--- src/rtl/ram_bus_sampler_pkg.sv ---
`default_nettype none
// ============================================================================
// Module      : ram_bus_sampler_pkg
// Description : Shared PSRAM bus widths, pin polarities, bus record and
//               control decode for the RAM tracer front end.
// Revision    : 1.0 - initial release
// ============================================================================
package ram_bus_sampler_pkg;

  localparam int ADDR_W = 23;
  localparam int DATA_W = 16;

  localparam int c_SYNC_STAGES_DEF = 2;

  // Asserted level of each control pin
  localparam logic c_CE1_ACTIVE = 1'b0;
  localparam logic c_CE2_ACTIVE = 1'b1;
  localparam logic c_OE_ACTIVE  = 1'b0;
  localparam logic c_WE_ACTIVE  = 1'b0;
  localparam logic c_UB_ACTIVE  = 1'b0;
  localparam logic c_LB_ACTIVE  = 1'b0;
  localparam logic c_ADV_ACTIVE = 1'b0;

  // One snapshot of every bus pin except ram_clk
  typedef struct packed {
    logic [ADDR_W-1:0] a;
    logic [DATA_W-1:0] d;
    logic              oe;
    logic              we;
    logic              ce1;
    logic              ce2;
    logic              ub;
    logic              lb;
    logic              adv;
  } bus_t;

  typedef struct packed {
    logic       read;
    logic       write;
    logic       addr_latch;
    logic [1:0] ublb;
  } decode_t;

  // Byte enables follow the pins regardless of chip select; the
  // access-type flags only fire while the chip is selected.
  function automatic decode_t decode_bus(input bus_t b);
    decode_t r;
    logic    sel;
    sel          = (b.ce1 == c_CE1_ACTIVE) && (b.ce2 == c_CE2_ACTIVE);
    r.read       = sel && (b.oe == c_OE_ACTIVE) && (b.we != c_WE_ACTIVE);
    r.write      = sel && (b.we == c_WE_ACTIVE);
    r.addr_latch = sel && (b.adv == c_ADV_ACTIVE);
    r.ublb       = {b.ub == c_UB_ACTIVE, b.lb == c_LB_ACTIVE};
    return r;
  endfunction

endpackage
`default_nettype wire

--- src/rtl/ram_bus_sampler_sync_deglitch.sv ---
`default_nettype none
// ============================================================================
// Module      : sync_deglitch
// Description : Single-bit synchronizer followed by a run-length filter.
//               The accepted level flips only after CLK_FILTER consecutive
//               synchronized samples disagree with it.
// Revision    : 1.0 - initial release
// ============================================================================
module sync_deglitch #(
  parameter int SYNC_STAGES = 2,
  parameter int CLK_FILTER  = 2
) (
  input  logic mclk,
  input  logic reset,
  input  logic din,
  output logic level
);

  localparam int                 c_CNT_W    = $clog2(CLK_FILTER) + 1;
  localparam logic [c_CNT_W-1:0] c_CNT_LAST = c_CNT_W'(CLK_FILTER - 1);

  logic [SYNC_STAGES-1:0] r_sync;
  logic [c_CNT_W-1:0]     r_cnt;
  logic                   r_level;
  logic                   w_sample;

  assign w_sample = r_sync[SYNC_STAGES-1];
  assign level    = r_level;

  // Synchronize the raw pin, then count disagreeing samples and flip the
  // accepted level on the CLK_FILTER-th one in a row.
  always_ff @(posedge mclk or posedge reset) begin
    if (reset) begin
      r_sync  <= '0;
      r_cnt   <= '0;
      r_level <= 1'b0;
    end else begin
      r_sync[0] <= din;
      for (int i = 1; i < SYNC_STAGES; i++) begin
        r_sync[i] <= r_sync[i-1];
      end
      if (w_sample == r_level) begin
        r_cnt <= '0;
      end else if (r_cnt == c_CNT_LAST) begin
        r_level <= ~r_level;
        r_cnt   <= '0;
      end else begin
        r_cnt <= r_cnt + c_CNT_W'(1);
      end
    end
  end

endmodule
`default_nettype wire

--- src/rtl/ram_bus_sampler.sv ---
`default_nettype none
// ============================================================================
// Module      : ram_bus_sampler
// Description : RAM tracer front end. Synchronizes the raw PSRAM pins into
//               mclk, deglitches ram_clk and emits one-cycle strobes with
//               the decoded bus on accepted rising and falling edges.
// Revision    : 1.0 - initial release
// ============================================================================
module ram_bus_sampler
  import ram_bus_sampler_pkg::*;
#(
  parameter int SYNC_STAGES = c_SYNC_STAGES_DEF,
  parameter int CLK_FILTER  = 2
) (
  input  logic              mclk,
  input  logic              reset,
  input  logic [ADDR_W-1:0] ram_a,
  input  logic [DATA_W-1:0] ram_d,
  input  logic              ram_oe,
  input  logic              ram_we,
  input  logic              ram_ce1_in,
  input  logic              ram_ub,
  input  logic              ram_lb,
  input  logic              ram_adv,
  input  logic              ram_ce2,
  input  logic              ram_clk,
  output logic [ADDR_W-1:0] filter_a,
  output logic [DATA_W-1:0] filter_d,
  output logic [1:0]        filter_ublb,
  output logic              filter_read,
  output logic              filter_write,
  output logic              filter_addr_latch,
  output logic              filter_strobe,
  output logic [DATA_W-1:0] nfilter_d,
  output logic              nfilter_strobe
);

  // The accepted clock level moves CLK_FILTER cycles after the synchronized
  // clock, so the sample taken just before the synchronized clock changed
  // sits CLK_FILTER+1 entries back (index CLK_FILTER) when the strobe is
  // registered.
  localparam int c_HIST_DEPTH = CLK_FILTER + 1;

  bus_t    w_bus_pins;
  bus_t    r_bus_sync [SYNC_STAGES];
  bus_t    r_hist     [c_HIST_DEPTH];
  bus_t    w_hist_out;
  decode_t w_dec;
  logic    w_clk_level;
  logic    r_clk_level_d;
  logic    w_rise;
  logic    w_fall;

  assign w_bus_pins.a   = ram_a;
  assign w_bus_pins.d   = ram_d;
  assign w_bus_pins.oe  = ram_oe;
  assign w_bus_pins.we  = ram_we;
  assign w_bus_pins.ce1 = ram_ce1_in;
  assign w_bus_pins.ce2 = ram_ce2;
  assign w_bus_pins.ub  = ram_ub;
  assign w_bus_pins.lb  = ram_lb;
  assign w_bus_pins.adv = ram_adv;

  // ram_clk synchronizer shares the bus synchronizer depth to stay aligned
  sync_deglitch #(
    .SYNC_STAGES (SYNC_STAGES),
    .CLK_FILTER  (CLK_FILTER)
  ) u_clk_deglitch (
    .mclk  (mclk),
    .reset (reset),
    .din   (ram_clk),
    .level (w_clk_level)
  );

  // Bus synchronizer chain followed by the sample history (entry 0 = prev)
  always_ff @(posedge mclk or posedge reset) begin
    if (reset) begin
      for (int i = 0; i < SYNC_STAGES; i++) begin
        r_bus_sync[i] <= '0;
      end
      for (int i = 0; i < c_HIST_DEPTH; i++) begin
        r_hist[i] <= '0;
      end
    end else begin
      r_bus_sync[0] <= w_bus_pins;
      for (int i = 1; i < SYNC_STAGES; i++) begin
        r_bus_sync[i] <= r_bus_sync[i-1];
      end
      r_hist[0] <= r_bus_sync[SYNC_STAGES-1];
      for (int i = 1; i < c_HIST_DEPTH; i++) begin
        r_hist[i] <= r_hist[i-1];
      end
    end
  end

  assign w_hist_out = r_hist[CLK_FILTER];
  assign w_dec      = decode_bus(w_hist_out);
  assign w_rise     = w_clk_level && !r_clk_level_d;
  assign w_fall     = !w_clk_level && r_clk_level_d;

  // Edge strobes and captured bus state; captures hold between edges
  always_ff @(posedge mclk or posedge reset) begin
    if (reset) begin
      r_clk_level_d     <= 1'b0;
      filter_strobe     <= 1'b0;
      nfilter_strobe    <= 1'b0;
      filter_a          <= '0;
      filter_d          <= '0;
      filter_ublb       <= '0;
      filter_read       <= 1'b0;
      filter_write      <= 1'b0;
      filter_addr_latch <= 1'b0;
      nfilter_d         <= '0;
    end else begin
      r_clk_level_d  <= w_clk_level;
      filter_strobe  <= w_rise;
      nfilter_strobe <= w_fall;
      if (w_rise) begin
        filter_a          <= w_hist_out.a;
        filter_d          <= w_hist_out.d;
        filter_ublb       <= w_dec.ublb;
        filter_read       <= w_dec.read;
        filter_write      <= w_dec.write;
        filter_addr_latch <= w_dec.addr_latch;
      end
      if (w_fall) begin
        nfilter_d <= w_hist_out.d;
      end
    end
  end

endmodule
`default_nettype wire

--- config.mk ---
export PLATFORM = sky130hd
export DESIGN_NAME = ram_bus_sampler
export DESIGN_NICKNAME = d
export VERILOG_FILES = /design/src/rtl/ram_bus_sampler_pkg.sv /design/src/rtl/ram_bus_sampler_sync_deglitch.sv /design/src/rtl/ram_bus_sampler.sv
export SDC_FILE = /design/constraint.sdc
export NUM_CORES = 1
export LEC_CHECK = 0
export CAP_MARGIN = 10
export CORE_ASPECT_RATIO = 0.75
export CORE_MARGIN = 2
export CORE_UTILIZATION = 30
export DETAILED_ROUTE_END_ITERATION = 8
export PLACE_DENSITY = 0.57
export SLEW_MARGIN = 20
export SYNTH_ARGS = -nofsm -noshare
export SYNTH_HDL_FRONTEND = slang
export SYNTH_SLANG_ARGS = --single-unit
--- constraint.sdc ---
create_clock -name mclk -period 21.5 [get_ports mclk]
set_input_delay 6.45 -clock mclk [delete_from_list [all_inputs] [get_ports mclk]]
set_output_delay 6.45 -clock mclk [all_outputs]
set_load 0.05 [all_outputs]
==> out/results.ini, run 1 <==
[place]
dpl.cell_count=871
place_ws_ps=12670
gp_congestion=0.697
io_buffers=110
dp_hpwl_um=7490

[min_path]
hold_path_depth=0
min_to=r_hist[44]
min_from=r_hist[90]
hold_path_class=register to register

[critical_path]
r2r_slack_ps=19660
timing.critical_path.buf_inv=1
timing.rr.end=filter_a[20]
crit_slowest_cell=clkdlybuf4s50_1
worstReg2RegStart=u_clk_deglitch.level
reg2reg_depth=3
start_kind=register
path_delay_family=buffers and inverters
worst_setup_path_end_kind=primary output
path_cells=clkdlybuf4s50_1
startpoint=filter_a[19]
crit_type=register to primary output
worst_ep_arrival_time_ps=1750
worst_ep_required_time_ps=15050
slowest_delay_ps=820
crit_fanout=2

[drt]
drc=0
first_pass_iters=4
via_count=3361
dr.first_iter.drc_count=137
via_per_inst=3.64
wire_per_inst_um=13.6
wirelength_um=12600
ant_nets=0

[synth]
synth_cells=379
ys_seq_area_share_pct=87.6
ys_ff_latch=298
synth_cell_type_count=15
yosysWarnings=0
syn_area_per_cell_sq_um=22.5
synthesis.nets=428
synth_area_sq_um=8510

[timing]
finalCriticalPeriod_ps=8200
fmax_mhz=122
slew_violations=0
hold_violations=0
setup_viol=0
tns_ps=0
slew-limit-headroom_pct=36.3
fin_crit_sh_pct=38.2
skew_ps=16.0
tightest_slew_ps=956
rsz0062_at_grt=no
setup_slack_ps=13300

[global_route]
grt_start_max_net_pins=131
grt_usage_pct=8.86
antenna_found_initial=0
gr-total-overflow=0
grt_pass1_vias=3811
grt_pass1_wl_um=20600

[die]
core_area_sq_um=28000
fp.dieW_um=199
placementRows=53
pin_count=111
dieArea_sq_um=29800
start_util_pct=30.4
fp.dieH_um=150

[final_layout]
fin_util_pct=39.3
area_growth_pct=29.3
drive_above_1_share_pct=20.8
nets=567
diodes=0
final_cell_count_no_fill=923
n_fill_cell=2555

[power_and_ir_drop]
p_clk_share_pct=29.8
p_leak_nw=4.87
switching_share_pct=32.1
p_int_mw=1.17
power.density_nw_per_um2=156
p_total_mw=1.72
peakVddDrop_mv=0.0596
p_seq_share_pct=40.3
p_sw_mw=0.553
p_comb_share_pct=29.9

[clocking]
worstSkewPairLatency_ps=540
numCtsBuffers=30
cts.path.max_buffers=3
ctsHoldBuffers=0
cts_tree=yes
h-tree-depth=1
post_cts_buffers=0
root_buffer=clkbuf_16
post_cts_resized=0
path_clk_slew_ps=60
clock_sinks=298

[outcome]
run_status=finished clean

[run]
drv_cap=0

stage by stage:
step | hold WS (ps) | instance area, sq um
CTS | 343 | 11000
floorplan | 331 | 8510
detailed placement | 335 | 10000
global placement | 332 | 10000
finish | 343 | 11000
global route | 350 | 11000
cells in the mapped netlist (all sizes together):
cell type  number  share of area [%]
buf             7                1.5
dfrtp         298                 88
inv             5               0.22
mux2           57                9.5
mux2i           2               0.24
nand4bb         1               0.13
nor2            1              0.044
nor2b           3               0.31
nor3b           1              0.088
nor4bb          1               0.12
o22ai           2               0.15
xnor2           1               0.10
cell families after synthesis:
family / share of synthesized area (%)
xor+xnor: 0.103
flops: 87.6
compound gates: 0.147
buf+inv: 1.76
mux: 9.71
simple gates: 0.691
state kept, by name, summed over array words and instances (netlist names), 2 cells and up:
register / flops
filter_ublb: 2
filter_a: 23
r_bus_sync: 92
nfilter_d: 16
u_clk_deglitch.r_cnt: 2
r_hist: 138
u_clk_deglitch.r_sync: 2
filter_d: 16
layout by cell type (no fill, tap or decap), types with 2 or more instances in the layout:
master	instances
clkbuf_16	30
clkdlybuf4s50_1	110
dfrtp_1	298
mux2_2	13
o22ai_1	2
buf_4	3
mux2i_1	2
mux2_4	44
bufinv_16	3
clkbuf_1	4
clkinv_2	7
inv_1	4
clkbuf_8	6
worst max-delay path by stage:
| stage | end | slack [ps] | cells past startpoint |
|---|---|---|---|
| 4_1_cts | r_hist[104] | 13220 | 3 |
| 2_1_floorplan | filter_a[0] | 6820 | 1 |
| 5_1_grt | r_hist[95] | 13070 | 3 |
| 3_3_place_gp | r_hist[15] | 12770 | 3 |
| 3_5_place_dp | r_hist[14] | 12670 | 3 |
| 6_report | filter_a[19] | 13300 | 1 |
area by class of cell:
| class | instances | area (sq um) | share of cell area, % |
|---|---|---|---|
| tap | 385 | 482 | 4.38 |
| timing repair buffer | 114 | 1130 | 10.3 |
| multi-input combinational | 69 | 910 | 8.26 |
| sequential | 298 | 7460 | 67.7 |
| clock buffer | 40 | 848 | 7.71 |
| clock inverter | 12 | 150 | 1.36 |
| inverter | 5 | 26.3 | 0.239 |
layer usage:
| metal | track usage, % | routed length [um] | vias up |
|---|---|---|---|
| met3 | 2.64 | 720 | 25 |
| met2 | 13.8 | 5850 | 86 |
| met5 | 0 | 0 | - |
| met1 | 11.9 | 5580 | 1746 |
| met4 | 3.21 | 412 | 0 |
| li1 | - | - | 1504 |
power by group through the flow:
stage,Clock [mW],Sequential (mW),Combinational [mW]
after floorplan,0,0.902,0.175
after global placement,0,0.700,0.514
after detailed placement,0,0.706,0.521
after CTS,0.533,0.697,0.521
after global routing,0.558,0.706,0.536
final,0.514,0.694,0.515
worst reg2reg max path, stage by stage (launching register included):
cell and delay, ps:
dfrtp_1 450, nor2b_4 170, buf_4 670, mux2_2 440
(Power assumes the default switching activity.)
==> run 2, diff against run 1 <==
--- a/config.mk
+++ b/config.mk
@@ -10,7 +10,7 @@
 export CORE_MARGIN = 2
 export CORE_UTILIZATION = 30
 export DETAILED_ROUTE_END_ITERATION = 8
-export PLACE_DENSITY = 0.57
+export PLACE_DENSITY = 0.58
 export SLEW_MARGIN = 20
 export SYNTH_ARGS = -nofsm -noshare
 export SYNTH_HDL_FRONTEND = slang
==> constraint.sdc (replaced) <==
create_clock -name mclk -period 6.65 [get_ports mclk]
set_input_delay 1.995 -clock mclk [delete_from_list [all_inputs] [get_ports mclk]]
set_output_delay 1.995 -clock mclk [all_outputs]
set_load 0.05 [all_outputs]
==> out/results.ini, run 2 (same netlist as run 1, synthesis figures left out) <==
[final_layout]
area_growth_pct=29.2  ; about the same
drive_above_1_share_pct=20.5  ; -0.37 points
regMostFlops=r_hist
diodes=0  ; unchanged
nets=566  ; -0.18%
regArea_sq_um=7460  ; unchanged
n_fill_cell=2554  ; -0.039%
multi_input_area_sq_um=910  ; unchanged
layout_commonest_cell=dfrtp_1
design_area_sq_um=11000  ; about the same
final_cell_mix=298 x dfrtp_1, 110 x clkdlybuf4s50_1, 44 x mux2_4
top_regs=r_hist: 138 flops, r_bus_sync: 92 flops, filter_a: 23 flops
largest_register_ffs=138  ; unchanged

[timing]
fmax_mhz=266
tns_ps=0  ; unchanged
slew-limit-headroom_pct=40.7  ; +4.5 points
tightest_slew_ps=889  ; -66.8 ps
finalCriticalPeriod_ps=3750
rsz0062_at_grt=no
skew_ps=19.9  ; +3.83 ps
fin_crit_sh_pct=56.4
hold_violations=0  ; unchanged
setup_viol=0  ; unchanged
setup_slack_ps=2900  ; -10400 ps
slew_violations=0  ; unchanged

[power_and_ir_drop]
peakVddDrop_mv=0.258  ; +330%
p_int_mw=3.77  ; +220%
p_clk_share_pct=29.7  ; about the same
power.density_nw_per_um2=506  ; +220%
p_leak_nw=4.85  ; -0.27%
p_comb_share_pct=30.0  ; about the same
p_sw_mw=1.80  ; +220%
switching_share_pct=32.3  ; +0.15 points
p_seq_share_pct=40.3  ; about the same

[clocking]
h-tree-depth=1  ; unchanged
clock_sinks=298  ; unchanged
numCtsBuffers=29  ; -3.3%
root_buffer=clkbuf_16
cts_tree=yes
post_cts_buffers=0  ; unchanged
worstSkewPairLatency_ps=560  ; +20 ps
ctsHoldBuffers=0  ; unchanged
post_cts_resized=0  ; unchanged
path_clk_slew_ps=60  ; about the same
cts.path.max_buffers=3  ; unchanged

[place]
gp_congestion=0.656  ; -5.9%
dp_hpwl_um=7300  ; -2.6%
io_buffers=110  ; unchanged
place_ws_ps=3350  ; -9310 ps
placed_cell_area_sq_um=10000  ; +0.21%

[global_route]
antenna_found_initial=0  ; unchanged
grt_pass1_wl_um=20600  ; +0.27%
grt_usage_pct=8.93  ; +0.076 points
gr-total-overflow=0  ; unchanged
grt_pass1_vias=3819  ; +0.21%
grt_start_max_net_pins=158  ; +21%

[critical_path]
path_delay_family=buffers and inverters
crit_slowest_cell=clkdlybuf4s50_1
crit_type=register to primary output
worst_setup_path_end_kind=primary output
r2r_slack_ps=4780  ; -14880 ps
worst_ep_required_time_ps=4660  ; -10390 ps
path_cells=clkdlybuf4s50_1
crit_fanout=2  ; unchanged
start_kind=register
timing.critical_path.buf_inv=1  ; unchanged
worst_ep_arrival_time_ps=1760  ; about the same
slowest_delay_ps=820  ; about the same

[outcome]
run_status=finished clean

[die]
fp.dieH_um=150  ; unchanged
dieArea_sq_um=29800  ; unchanged
placementRows=53  ; unchanged
fp.dieW_um=199  ; unchanged
pin_count=111  ; unchanged
core_area_sq_um=28000  ; unchanged
start_util_pct=30.4  ; unchanged

[drt]
wire_per_inst_um=13.8  ; +1.2%
dr.first_iter.drc_count=86  ; -37%
via_per_inst=3.72  ; +2.2%
first_pass_iters=4  ; unchanged
ant_nets=0  ; unchanged
drc=0  ; unchanged
via_count=3418  ; +1.7%
wirelength_um=12600  ; +0.64%

[run]
drv_cap=0  ; unchanged

[min_path]
hold_path_class=register to register

run 2: metal layers:
layer	track usage [%]	vias up	share of wire [%]
met2	14.0	89	48
li1	-	1509	-
met5	0	-	0
met3	3.34	26	6.2
met4	2.57	0	2.4
met1	11.7	1794	44
run 2: final cells by class:
type | instances | area share [%]
Tap cell | 385 | 4.38
Multi-Input combinational cell | 69 | 8.27
Clock buffer | 35 | 7.17
Timing Repair Buffer | 114 | 10.5
Inverter | 5 | 0.205
Clock inverter | 12 | 1.66
Sequential cell | 298 | 67.8
run 2: path summary, 6_finish.rpt:
| path | startpoint | endpoint | depth (start not counted) |
|---|---|---|---|
| max in group asynchronous | reset | filter_d[2] | 3 |
| max reg2reg | u_clk_deglitch.level | filter_a[17] | 3 |
| min | r_hist[89] | r_hist[43] | 0 |
| max | filter_a[19] | filter_a[19] | 1 |
| min in group asynchronous | reset | r_bus_sync[73] | 3 |
| min reg2reg | r_hist[89] | r_hist[43] | 0 |
run 2: power groups by stage:
stage	Sequential, mW	Clock (mW)	Combinational (mW)
floorplan	2.92	0	0.565
global placement	2.26	0	1.67
detailed placement	2.28	0	1.69
CTS	2.25	1.73	1.69
global route	2.28	1.80	1.74
finish	2.24	1.66	1.67
run 2: stage by stage:
step,cells,hold slack (ps),util [%],power [mW]
after floorplan,379,331,-,3.48
after global placement,871,331,35.8,3.93
after detailed placement,871,335,35.8,3.97
after CTS,918,342,39.3,5.67
after global routing,918,345,39.3,5.82
final,918,339,39.3,5.57
==> run 3, diff against run 2 <==
==> constraint.sdc (replaced) <==
create_clock -name mclk -period 3.4 [get_ports mclk]
set_input_delay 1.02 -clock mclk [delete_from_list [all_inputs] [get_ports mclk]]
set_output_delay 1.02 -clock mclk [all_outputs]
set_load 0.05 [all_outputs]
==> out/results.ini, run 3 (same netlist as run 1, synthesis figures left out) <==
[critical_path]
crit_type=register to primary output
worst_ep_arrival_time_ps=1760  ; about the same
start_kind=register
timing.critical_path.buf_inv=1  ; unchanged
path_cells=clkdlybuf4s50_1
slowest_delay_ps=820  ; about the same
r2r_slack_ps=1540  ; -3240 ps
reg2reg_depth=3  ; unchanged
crit_fanout=2  ; unchanged
worst_ep_required_time_ps=2380  ; -2280 ps
timing.rr.end=filter_a[12]
worst_setup_path_end_kind=primary output
worstReg2RegStart=u_clk_deglitch.level
crit_slowest_cell=clkdlybuf4s50_1
path_delay_family=buffers and inverters
startpoint=filter_a[19]

[global_route]
gr-total-overflow=0  ; unchanged
antenna_found_initial=0  ; unchanged
grt_start_max_net_pins=88  ; -44%
grt_util_met2_pct=14.0  ; -0.018 points
grt_pass1_wl_um=20800  ; +0.94%
grt_usage_pct=8.83  ; -0.10 points
grtUsageMet3_pct=2.75  ; -0.59 points
grtUsageMet1_pct=11.6  ; -0.029 points
top_usage_layer=met2
grt_pass1_vias=3846  ; +0.71%

[clocking]
path_clk_slew_ps=60  ; about the same
worstSkewPairLatency_ps=540  ; -20 ps
root_buffer=clkbuf_16
cts_tree=yes
post_cts_resized=0  ; unchanged
cts.path.max_buffers=3  ; unchanged
clock_sinks=298  ; unchanged
ctsHoldBuffers=0  ; unchanged
post_cts_buffers=0  ; unchanged
h-tree-depth=1  ; unchanged
numCtsBuffers=29  ; unchanged

[timing]
slew_violations=0  ; unchanged
hold_violations=0  ; unchanged
fmax_mhz=360
rsz0062_at_grt=no
skew_ps=7.10  ; -12.8 ps
setup_slack_ps=622  ; -2280 ps
timing.hold.ws_ps=341  ; +1.36 ps
setup_viol=0  ; unchanged
fin_crit_sh_pct=81.7
tightest_slew_ps=893  ; +3.82 ps
tns_ps=0  ; unchanged
slew-limit-headroom_pct=40.5  ; -0.25 points
finalCriticalPeriod_ps=2780

[die]
dieArea_sq_um=29800  ; unchanged
placementRows=53  ; unchanged
start_util_pct=30.4  ; unchanged
pin_count=111  ; unchanged
core_area_sq_um=28000  ; unchanged
fp.dieW_um=199  ; unchanged
fp.dieH_um=150  ; unchanged

[drt]
wirelength_um=12500  ; -1.4%
dr.first_iter.drc_count=79  ; -8.1%
ant_nets=0  ; unchanged
wire_per_inst_um=13.4  ; -2.6%
first_pass_iters=2  ; -2
via_per_inst=3.75  ; +0.76%
via_count=3489  ; +2.1%
drc=0  ; unchanged

[final_layout]
regMostFlops=r_hist
layout_commonest_cell=dfrtp_1
largest_register_ffs=138  ; unchanged
final_cell_count_no_fill=930  ; +1.3%
diodes=0  ; unchanged
top_regs=r_hist: 138 flops, r_bus_sync: 92 flops, filter_a: 23 flops
nets=575  ; +1.6%
n_fill_cell=2542  ; -0.47%
drive_above_1_share_pct=21.3  ; +0.83 points
design_area_sq_um=11100  ; +0.49%
final_cell_mix=298 x dfrtp_1, 110 x clkdlybuf4s50_1, 44 x mux2_4
area_growth_pct=29.8

[run]
drv_cap=0  ; unchanged

[outcome]
run_status=finished clean

[place]
dp_hpwl_um=7720  ; +5.8%
placed_cell_area_sq_um=10100  ; +0.92%
dpl.cell_count=880  ; +1.0%
place_ws_ps=1190  ; -2160 ps
gp_congestion=0.647  ; -1.3%
io_buffers=110  ; unchanged

[min_path]
min_from=r_hist[72]
hold_path_depth=0  ; unchanged
hold_path_class=register to register
min_to=r_hist[26]

[power_and_ir_drop]
power.density_nw_per_um2=972  ; +92%
peakVddDrop_mv=0.433  ; +68%
p_leak_nw=4.88  ; +0.54%

run 3: cell types whose count changed in the layout (fill, tap and decap cells not counted), sizes merged:
cell | before | now
bufinv | 4 | 2
clkinv | 5 | 4
clkinvlp | 1 | 2
clkbuf | 35 | 40
buf | 4 | 13
run 3: metrics by stage:
step | power (mW) | util (%)
after floorplan | 6.81 | -
after global placement | 7.69 | 36.2
after detailed placement | 7.77 | 36.2
after CTS | 10.9 | 39.5
after global routing | 11.3 | 39.5
final | 10.7 | 39.5
run 3: where the power goes:
group / switching (mW) / total [mW] / leakage (nW) / internal, mW
logic: 1.93 / 3.28 / 0.935 / 1.35
clock network: 1.27 / 3.08 / 0.457 / 1.81
registers: 0.284 / 4.37 / 3.49 / 4.09
run 3: layer usage:
| metal | up-vias | routed length, um | part of all wire, % |
|---|---|---|---|
| met5 | - | 0 | 0 |
| met4 | 0 | 388 | 3.1 |
| met3 | 34 | 720 | 5.8 |
| met2 | 87 | 5930 | 48 |
| met1 | 1840 | 5430 | 44 |
| li1 | 1528 | - | - |
run 3: how the worst max path moves through the flow:
stage | to | slack [ps] | cells after the start
6_report | filter_a[19] | 620 | 1
3_3_place_gp | filter_a[19] | 1190 | 1
2_1_floorplan | filter_a[0] | -1580 | 1
5_1_grt | filter_a[19] | 540 | 1
4_1_cts | filter_a[19] | 580 | 1
3_5_place_dp | filter_d[12] | 1190 | 1
run 3: layout make-up:
cell class	count	area [sq um]	area share, %
inverters	5	22.5	0.204
multi-input cells	69	910	8.23
flip-flops and latches	298	7460	67.5
repair buffers	123	1250	11.3
clock buffers	40	807	7.30
well taps	385	482	4.36
clock inverters	10	125	1.13
